===== src/rtl/mul_station_scheduler.sv =====
// mul_station_scheduler
//   Allocates multiplier/divider stations to ops coming from issue and
//   arbitrates finished station results onto the common data bus.
//
//   Dispatch side (combinational): the lowest-index free station is offered.
//   It is allocated with a one-hot set_occupied pulse when dispatch_valid is
//   high and a station is free.
//
//   Writeback side: a two-state FSM (IDLE/HOLD). Ready results are picked
//   round-robin and latched into hold_index/hold_value. They are presented
//   on the bus until granted. A grant releases the station with
//   reset_occupied and can capture the next winner in the same cycle.
//
// Ports
//   clock, reset            clock; synchronous active-high reset
//   dispatch_valid/ready    issue handshake
//   dispatch_station        station index being allocated
//   set_occupied            one-hot allocate pulse
//   station_occupied        per-station occupied flags
//   station_result_ready    per-station result-ready flags
//   station_result          flat results, station k at [k*SIZE +: SIZE]
//   bus_request/grant       common data bus handshake
//   bus_source/bus_value    held station index and result
//   reset_occupied          release pulse (one-hot on grant, all ones on flush)
//   flush                   mispredict flush, releases every station
//   stall_count             (MUL_SCHEDULER_STALL_COUNT_EN only) saturating
//                           count of cycles with bus_request && !bus_grant
//
// Optional feature macro: MUL_SCHEDULER_STALL_COUNT_EN
module mul_station_scheduler #(
    parameter int STATION_COUNT      = 4,
    parameter int STATION_INDEX_SIZE = 2,
    parameter int SIZE               = 32
) (
    input  logic                          clock,
    input  logic                          reset,
    input  logic                          dispatch_valid,
    output logic                          dispatch_ready,
    output logic [STATION_INDEX_SIZE-1:0] dispatch_station,
    output logic [STATION_COUNT-1:0]      set_occupied,
    input  logic [STATION_COUNT-1:0]      station_occupied,
    input  logic [STATION_COUNT-1:0]      station_result_ready,
    input  logic [STATION_COUNT*SIZE-1:0] station_result,
    output logic                          bus_request,
    input  logic                          bus_grant,
    output logic [STATION_INDEX_SIZE-1:0] bus_source,
    output logic [SIZE-1:0]               bus_value,
    output logic [STATION_COUNT-1:0]      reset_occupied,
    input  logic                          flush
`ifdef MUL_SCHEDULER_STALL_COUNT_EN
    ,
    output logic [15:0]                   stall_count
`endif
);

    typedef enum logic {IDLE, HOLD} state_t;

    state_t                        state, state_next;
    logic [STATION_INDEX_SIZE-1:0] hold_index, hold_index_next;
    logic [SIZE-1:0]               hold_value, hold_value_next;
    logic [STATION_INDEX_SIZE-1:0] rr_pointer, rr_pointer_next;

    // ---------------- dispatch ----------------
    logic                          any_free;
    logic [STATION_INDEX_SIZE-1:0] free_index;

    // Descending scan so the last hit (lowest index) wins.
    always_comb begin
        any_free   = 1'b0;
        free_index = '0;
        for (int k = STATION_COUNT - 1; k >= 0; k--) begin
            if (!station_occupied[k]) begin
                any_free   = 1'b1;
                free_index = STATION_INDEX_SIZE'(k);
            end
        end
    end

    assign dispatch_ready   = any_free && !flush && !reset;
    assign dispatch_station = free_index;

    always_comb begin
        set_occupied = '0;
        if (dispatch_valid && dispatch_ready)
            set_occupied[free_index] = 1'b1;
    end

    // ---------------- writeback arbitration ----------------
    logic [STATION_COUNT-1:0]      candidates;
    logic                          found;
    logic [STATION_INDEX_SIZE-1:0] winner;
    logic [STATION_INDEX_SIZE-1:0] probe;
    int                            sum;

    // The held station is already on its way out, so it must not win again.
    always_comb begin
        candidates = station_result_ready & station_occupied;
        if (state == HOLD)
            candidates[hold_index] = 1'b0;
    end

    // Round-robin search from rr_pointer. The explicit wrap keeps this
    // correct for station counts that are not a power of two.
    always_comb begin
        found  = 1'b0;
        winner = '0;
        sum    = 0;
        probe  = '0;
        for (int i = 0; i < STATION_COUNT; i++) begin
            sum = int'(rr_pointer) + i;
            if (sum >= STATION_COUNT)
                sum = sum - STATION_COUNT;
            probe = STATION_INDEX_SIZE'(sum);
            if (!found && candidates[probe]) begin
                found  = 1'b1;
                winner = probe;
            end
        end
    end

    always_comb begin
        state_next      = state;
        hold_index_next = hold_index;
        hold_value_next = hold_value;
        rr_pointer_next = rr_pointer;
        reset_occupied  = '0;
        if (reset) begin
            // State is cleared by the register block; stations reset themselves.
        end else if (flush) begin
            reset_occupied = '1;
            state_next     = IDLE;
        end else begin
            case (state)
                IDLE: begin
                    if (found) begin
                        state_next      = HOLD;
                        hold_index_next = winner;
                        hold_value_next = station_result[int'(winner)*SIZE +: SIZE];
                        rr_pointer_next = (int'(winner) == STATION_COUNT - 1) ?
                                          '0 : STATION_INDEX_SIZE'(int'(winner) + 1);
                    end
                end
                HOLD: begin
                    if (bus_grant) begin
                        reset_occupied[hold_index] = 1'b1;
                        if (found) begin
                            hold_index_next = winner;
                            hold_value_next = station_result[int'(winner)*SIZE +: SIZE];
                            rr_pointer_next = (int'(winner) == STATION_COUNT - 1) ?
                                              '0 : STATION_INDEX_SIZE'(int'(winner) + 1);
                        end else begin
                            state_next = IDLE;
                        end
                    end
                end
                default: state_next = IDLE;
            endcase
        end
    end

    always_ff @(posedge clock) begin
        if (reset) begin
            state      <= IDLE;
            hold_index <= '0;
            hold_value <= '0;
            rr_pointer <= '0;
        end else begin
            state      <= state_next;
            hold_index <= hold_index_next;
            hold_value <= hold_value_next;
            rr_pointer <= rr_pointer_next;
        end
    end

    // Bus outputs come straight from the hold registers. They are masked
    // while reset is high so a result held mid-operation never leaks out.
    assign bus_request = (state == HOLD) && !reset;
    assign bus_source  = bus_request ? hold_index : '0;
    assign bus_value   = bus_request ? hold_value : '0;

`ifdef MUL_SCHEDULER_STALL_COUNT_EN
    always_ff @(posedge clock) begin
        if (reset || flush)
            stall_count <= '0;
        else if (bus_request && !bus_grant && stall_count != 16'hFFFF)
            stall_count <= stall_count + 16'd1;
    end
`endif

endmodule


===== config.mk =====
export PLATFORM = sky130hd
export DESIGN_NAME = mul_station_scheduler
export DESIGN_NICKNAME = d
export VERILOG_FILES = /design/src/rtl/mul_station_scheduler.sv
export SDC_FILE = /design/constraint.sdc
export NUM_CORES = 1
export LEC_CHECK = 0
export CAP_MARGIN = 10
export CORE_ASPECT_RATIO = 1.4
export CORE_MARGIN = 2
export CORE_UTILIZATION = 42
export CTS_CLUSTER_DIAMETER = 30
export DETAILED_ROUTE_END_ITERATION = 8
export PLACE_DENSITY = 0.9
export SLEW_MARGIN = 15
export SYNTH_ARGS = -nofsm -noshare
export SYNTH_HDL_FRONTEND = slang
export SYNTH_SLANG_ARGS = --single-unit

===== constraint.sdc =====
create_clock -name clock -period 7 [get_ports clock]
set_clock_uncertainty 0.05 [all_clocks]
set_input_delay 1.75 -clock clock [delete_from_list [all_inputs] [get_ports clock]]
set_output_delay 1.75 -clock clock [all_outputs]
set_load 0.05 [all_outputs]

-- After elaboration in Yosys (flattened, before gate mapping)
Index checks and enable logic that the tools add are counted.
- bits in registers: 37
- muxes and demuxes: 53
- reduce and logical (&&, ||, !) cells: 16
- shift operators: 1
- bitwise logic cells: 5
- add/subtract/negate cells: 8
- $lt $le $gt $ge: 12
- eq/ne operators: 2
- operator list (operator ; number):
    $shiftx 128x8->32 ; 1
    $mux 32 ; 3
    $pmux 32 s2 ; 1
    $mux 2 ; 18
    $mux 4 ; 6
    $lt 2x3->1 const B ; 6
    $mux 1 ; 16
    $ge 3x3->1 const B ; 3
    $logic_and 1x1->1 ; 9
    $and 4x4->4 ; 2
    $bmux 1 s2 ; 4
    $pmux 2 s2 ; 2
    $sub 2x1->2 const B ; 4
    $add 2x2->3 const B ; 2
    $logic_not 1->1 ; 5
    $demux 1 s2 ; 2
    $ge 2x1->1 const B ; 2
    $not 4->4 ; 1
    $add 2x1->3 const B ; 1
    $ge 2x3->1 const B ; 1
    $add 2x1->2 const B ; 1
    $eq 2x1->1 const B ; 1
    $ne 2x2->1 const B ; 1
    $not 1->1 ; 2
    3 further kinds ; 3

-- Longest topological paths before layout
- depth in word-level cells: 24
- depth in mapped cells: 9
- mapped depth without buffers: 5

-- Least setup slack after synthesis
OpenSTA, ideal clock, no wires.
- path kind: input port to output port
- start point: input reset
- end point: output set_occupied[1]
- path slack: 2.027 ns
- stages on the path: 3
- data required time: 5.200 ns
- data arrival time: 3.173 ns
- cell sequence: nor2_1 nand2_1 nor3b_1
- cells in the longest elaborated chain, start to end: 4
- ends and longest elaborated chain (item ; RTL line ; text):
    start: declaration ; 36 ; input logic reset,
    $logic_not 1->1 ; 79 ; assign dispatch_ready = any_free && !flush && !reset;
    $logic_and 1x1->1 ; 79 ;
    $logic_and 1x1->1 ; 84 ; if (dispatch_valid && dispatch_ready)
    $mux 4 ; 84 ;
    end: declaration ; 40 ; output logic [STATION_COUNT-1:0] set_occupied,
No other way between the ends.

-- Final worst setup path
- start point: input reset
- end point: output bus_value[12]
- cells in the longest elaborated chain, start to end: 3
- ends and longest elaborated chain (item ; RTL line ; text):
    $logic_not 1->1 ; 177 ; assign bus_request = (state == HOLD) && !reset;
    $logic_and 1x1->1 ; 177 ;
    $mux 32 ; 179 ; assign bus_value = bus_request ? hold_value : '0;
    end: declaration ; 47 ; output logic [SIZE-1:0] bus_value,
No other way between the ends.

==> metrics.md <==
| Metric | Value |
|---|---|
| Post-synthesis sequential area ratio | 23.5% |
| Layout cells sized above 1 | 18.4% |
| Setup CP Type | primary input to output pin |
| Leakage power | 1.82 nW |
| Post-CTS setup buffers | 0 |
| Status | complete, no violations |
| Post_cts resized | 0 |
| Simple-gate share of the synthesized area | 23.5% |
| Maximum vdd drop | 0.108 mV |
| Crit. End Element | output pin |
| Worst Path Arrival | 4.02 ns |
| Core ar. | 7310 µm² |
| Minimum clock period | 5.82 ns |
| # placed instances | 566 |
| R2r endpoint | hold_value[11] |
| Sw Share | 31.2% |
| Finish-stage setup viols | 0 |
| Clk root buf | clkbuf_8 |
| Worst Reg-to-Reg Cells | 5 |
| Compound-Gate Fraction of Synth Area | 35.3% |
| First-pass GRT wire length | 17000 µm |
| Critical Path Fanout Max | 20 |
| Layout Nets | 617 |
| Avg Inst Size Synth | 10.3 µm² |
| Logic pwr share | 37.7% |
| DRC marker count from the first detailed-route iteration | 168 |
| Skew-Pair Late Insertion Delay | 0.28 ns |
| CTS tree | built |
| Min-Delay Path Class | flip-flop to flip-flop |
| Flop pwr share | 34.5% |
| Synth Instances | 307 |
| Die height | 107 µm |
| # port buffers | 186 |
| Largest net degree at the start of global routing | 42 |
| IO Pins | 187 |
| Hold_buf cts | 0 |
| Hold EP | hold_value[11] |
| Clock Power Share | 27.8% |
| Final Hold Viols | 0 |
| Hold_sp | hold_value[11] |
| WHS | 0.453 ns |
| Final WL | 11000 µm |
| GP Congestion | 0.849 |
| Placed instance area | 4960 µm² |
| Antenna Cells | 0 |
| P_int | 0.490 mW |
| Synth Area in Adders | 0% |
| Worst rel slew slack | 25.9% |
| YS warnings | 0 |
| Xor/xnor share of the synthesized area | 0% |
| Worst r2r src | hold_index[0] |
| Pins Over Slew Limit | 0 |
| Via Count | 3260 |
| Clk sinks | 37 |
| Max Cap Viol | 0 |
| Detailed Place HPWL | 8200 µm |
| Most common cell after layout, fill and taps aside | clkdlybuf4s50_1 |
| Filler instances | 584 |
| Die Area | 8230 µm² |
| PD cells | 140 nW/µm² |
| RSZ-0062 raised after global routing | no |
| Synth cell types | 47 |
| Most frequent cells in the layout | clkdlybuf4s50_1 (186), dfxtp_1 (37), and2_1 (35), nand3b_1 (35), mux2i_1 (32) |
| Worst R2R Setup Slack | 3.81 ns |
| Gr usage total | 25.8% |
| DR WL/cell | 19.1 µm |
| Post-Layout Cell Count | 574 |
| Fmax | 172 MHz |
| Reg clk slew, reported paths | 0.08 ns |
| Switching power | 0.223 mW |
| Via density per instance | 5.68 |
| Mux cell area share after synthesis | 10.2% |
| # DRC | 0 |
| Antenna viol nets, final | 0 |
| CTS Buf Count | 5 |
| CTS H-Tree Depth | 2 |
| PnR Total Power | 0.713 mW |
| Row cnt | 37 |
| Initial antenna violation count | 0 |
| Syn-to-layout area delta | 61.1% |
| CP Data Required Time | 5.20 ns |
| Drt pass-1 iters | 4 |
| Startpoint Class | primary input |
| Final period util | 83.2% |
| Post-route setup TNS | 0 ns |
| Initial Util | 43.1% |
| Worst-Margin Slew | 1.11 ns |
| FF+latch count, synth | 37 |
| Hold path cells | 2 |
| Syn_nets | 448 |
| Final Instance Area | 5080 µm² |
| Clock Tree Buf Depth | 2 |
| Die Wd | 77.2 µm |
| Largest family of logic cells by synthesized area | compound AO/OA/AOI/OAI gates |
| Grt total ovfl | 0 |
| Mapped cell area | 3150 µm² |
| Number of global-route vias before repair | 3435 |
[cells by family (layout without fill, tap and decap cells)]
kind of cell           Yosys count  after routing
AO/OA/AOI/OAI                   91             91
AND/OR/NAND/NOR                114            114
multiplexers                    32             32
buffers and inverters           33            203
flip-flops                      37             37
[worst max path at each step]
stage           from              end  slack (ns)  depth (start not counted)
2_1_floorplan  reset  set_occupied[1]        2.03                          3
3_3_place_gp   reset    bus_value[14]        1.25                          5
3_5_place_dp   reset    bus_value[12]        1.19                          5
4_1_cts        reset    bus_value[12]        1.18                          5
5_1_grt        reset    bus_value[12]        1.08                          5
6_report       reset    bus_value[12]        1.18                          5
[state kept, by name (all words and copies together), names as in the netlist]
| register | cells |
|---|---|
| rr_pointer | 2 |
| hold_value | 32 |
| hold_index | 2 |
| state | 1 |
[synthesized netlist by cell type (all sizes together)]
| library cell | number | area share (%) |
|---|---|---|
| dfxtp | 37 | 23 |
| nand3b | 36 | 9.0 |
| and2 | 35 | 6.9 |
| o221ai | 33 | 16 |
| a22oi | 32 | 12 |
| mux2i | 32 | 10 |
| buf | 16 | 5.6 |
| nor2 | 15 | 1.9 |
| clkbuf | 13 | 1.5 |
| nand2 | 10 | 1.2 |
| a21oi | 6 | 0.95 |
| or2 | 5 | 1.2 |
| a41oi | 4 | 1.1 |
| inv | 4 | 0.48 |
| o22ai | 3 | 0.79 |
| a2111o | 2 | 0.71 |
| a31o | 2 | 0.56 |
| and3b | 2 | 0.56 |
| nand2b | 2 | 0.40 |
| nor3b | 2 | 0.83 |
| o32a | 2 | 0.63 |
| a2111oi | 1 | 0.87 |
| a211oi | 1 | 0.40 |
| a21boi | 1 | 0.24 |
| a21o | 1 | 0.24 |
| a221oi | 1 | 0.28 |
| and3 | 1 | 0.20 |
| nand4 | 1 | 0.20 |
| nand4b | 1 | 0.28 |
| nor2b | 1 | 0.20 |
| nor3 | 1 | 0.16 |
| o21ai | 1 | 0.16 |
| o22a | 1 | 0.28 |
| or2b | 1 | 0.24 |
| or4bb | 1 | 0.36 |
[stage by stage]
stage                     util, %  setup WS (ns)
final                        69.5           1.18
after global placement       67.8           1.25
after global routing         69.5           1.08
after CTS                    69.5           1.18
after floorplan                 -           2.03
after detailed placement     67.8           1.19
[per-layer routing]
metal	vias to the layer above	share of wire (%)	GRT usage [%]
li1	1533	-	-
met1	1566	36	26.5
met2	134	56	50.5
met3	27	5.4	4.33
met4	0	3.2	10.6
met5	-	0	0
[cell type report]
| class | count | area [µm²] | share of cell area (%) |
|---|---|---|---|
| multi-input combinational | 237 | 2180 | 43.0 |
| timing repair buffer | 191 | 1900 | 37.4 |
| sequential | 37 | 741 | 14.6 |
| tap | 97 | 121 | 2.39 |
| clock buffer | 6 | 82.6 | 1.63 |
| clock inverter | 2 | 37.5 | 0.739 |
| inverter | 4 | 15.0 | 0.295 |
[power by group through the flow]
stage / Clock [mW] / Sequential [mW] / Combinational (mW)
detailed placement: 0 / 0.250 / 0.270
finish: 0.198 / 0.246 / 0.269
global route: 0.210 / 0.249 / 0.286
global placement: 0 / 0.250 / 0.264
floorplan: 0 / 0.245 / 0.161
CTS: 0.202 / 0.246 / 0.270
[critical path, cell delays in order]
cell             delay (ns)
clkdlybuf4s50_1        0.45
nor2b_2                0.53
buf_4                  0.32
and2_1                 0.15
clkdlybuf4s50_1        0.81
(Power assumes the default switching activity.)
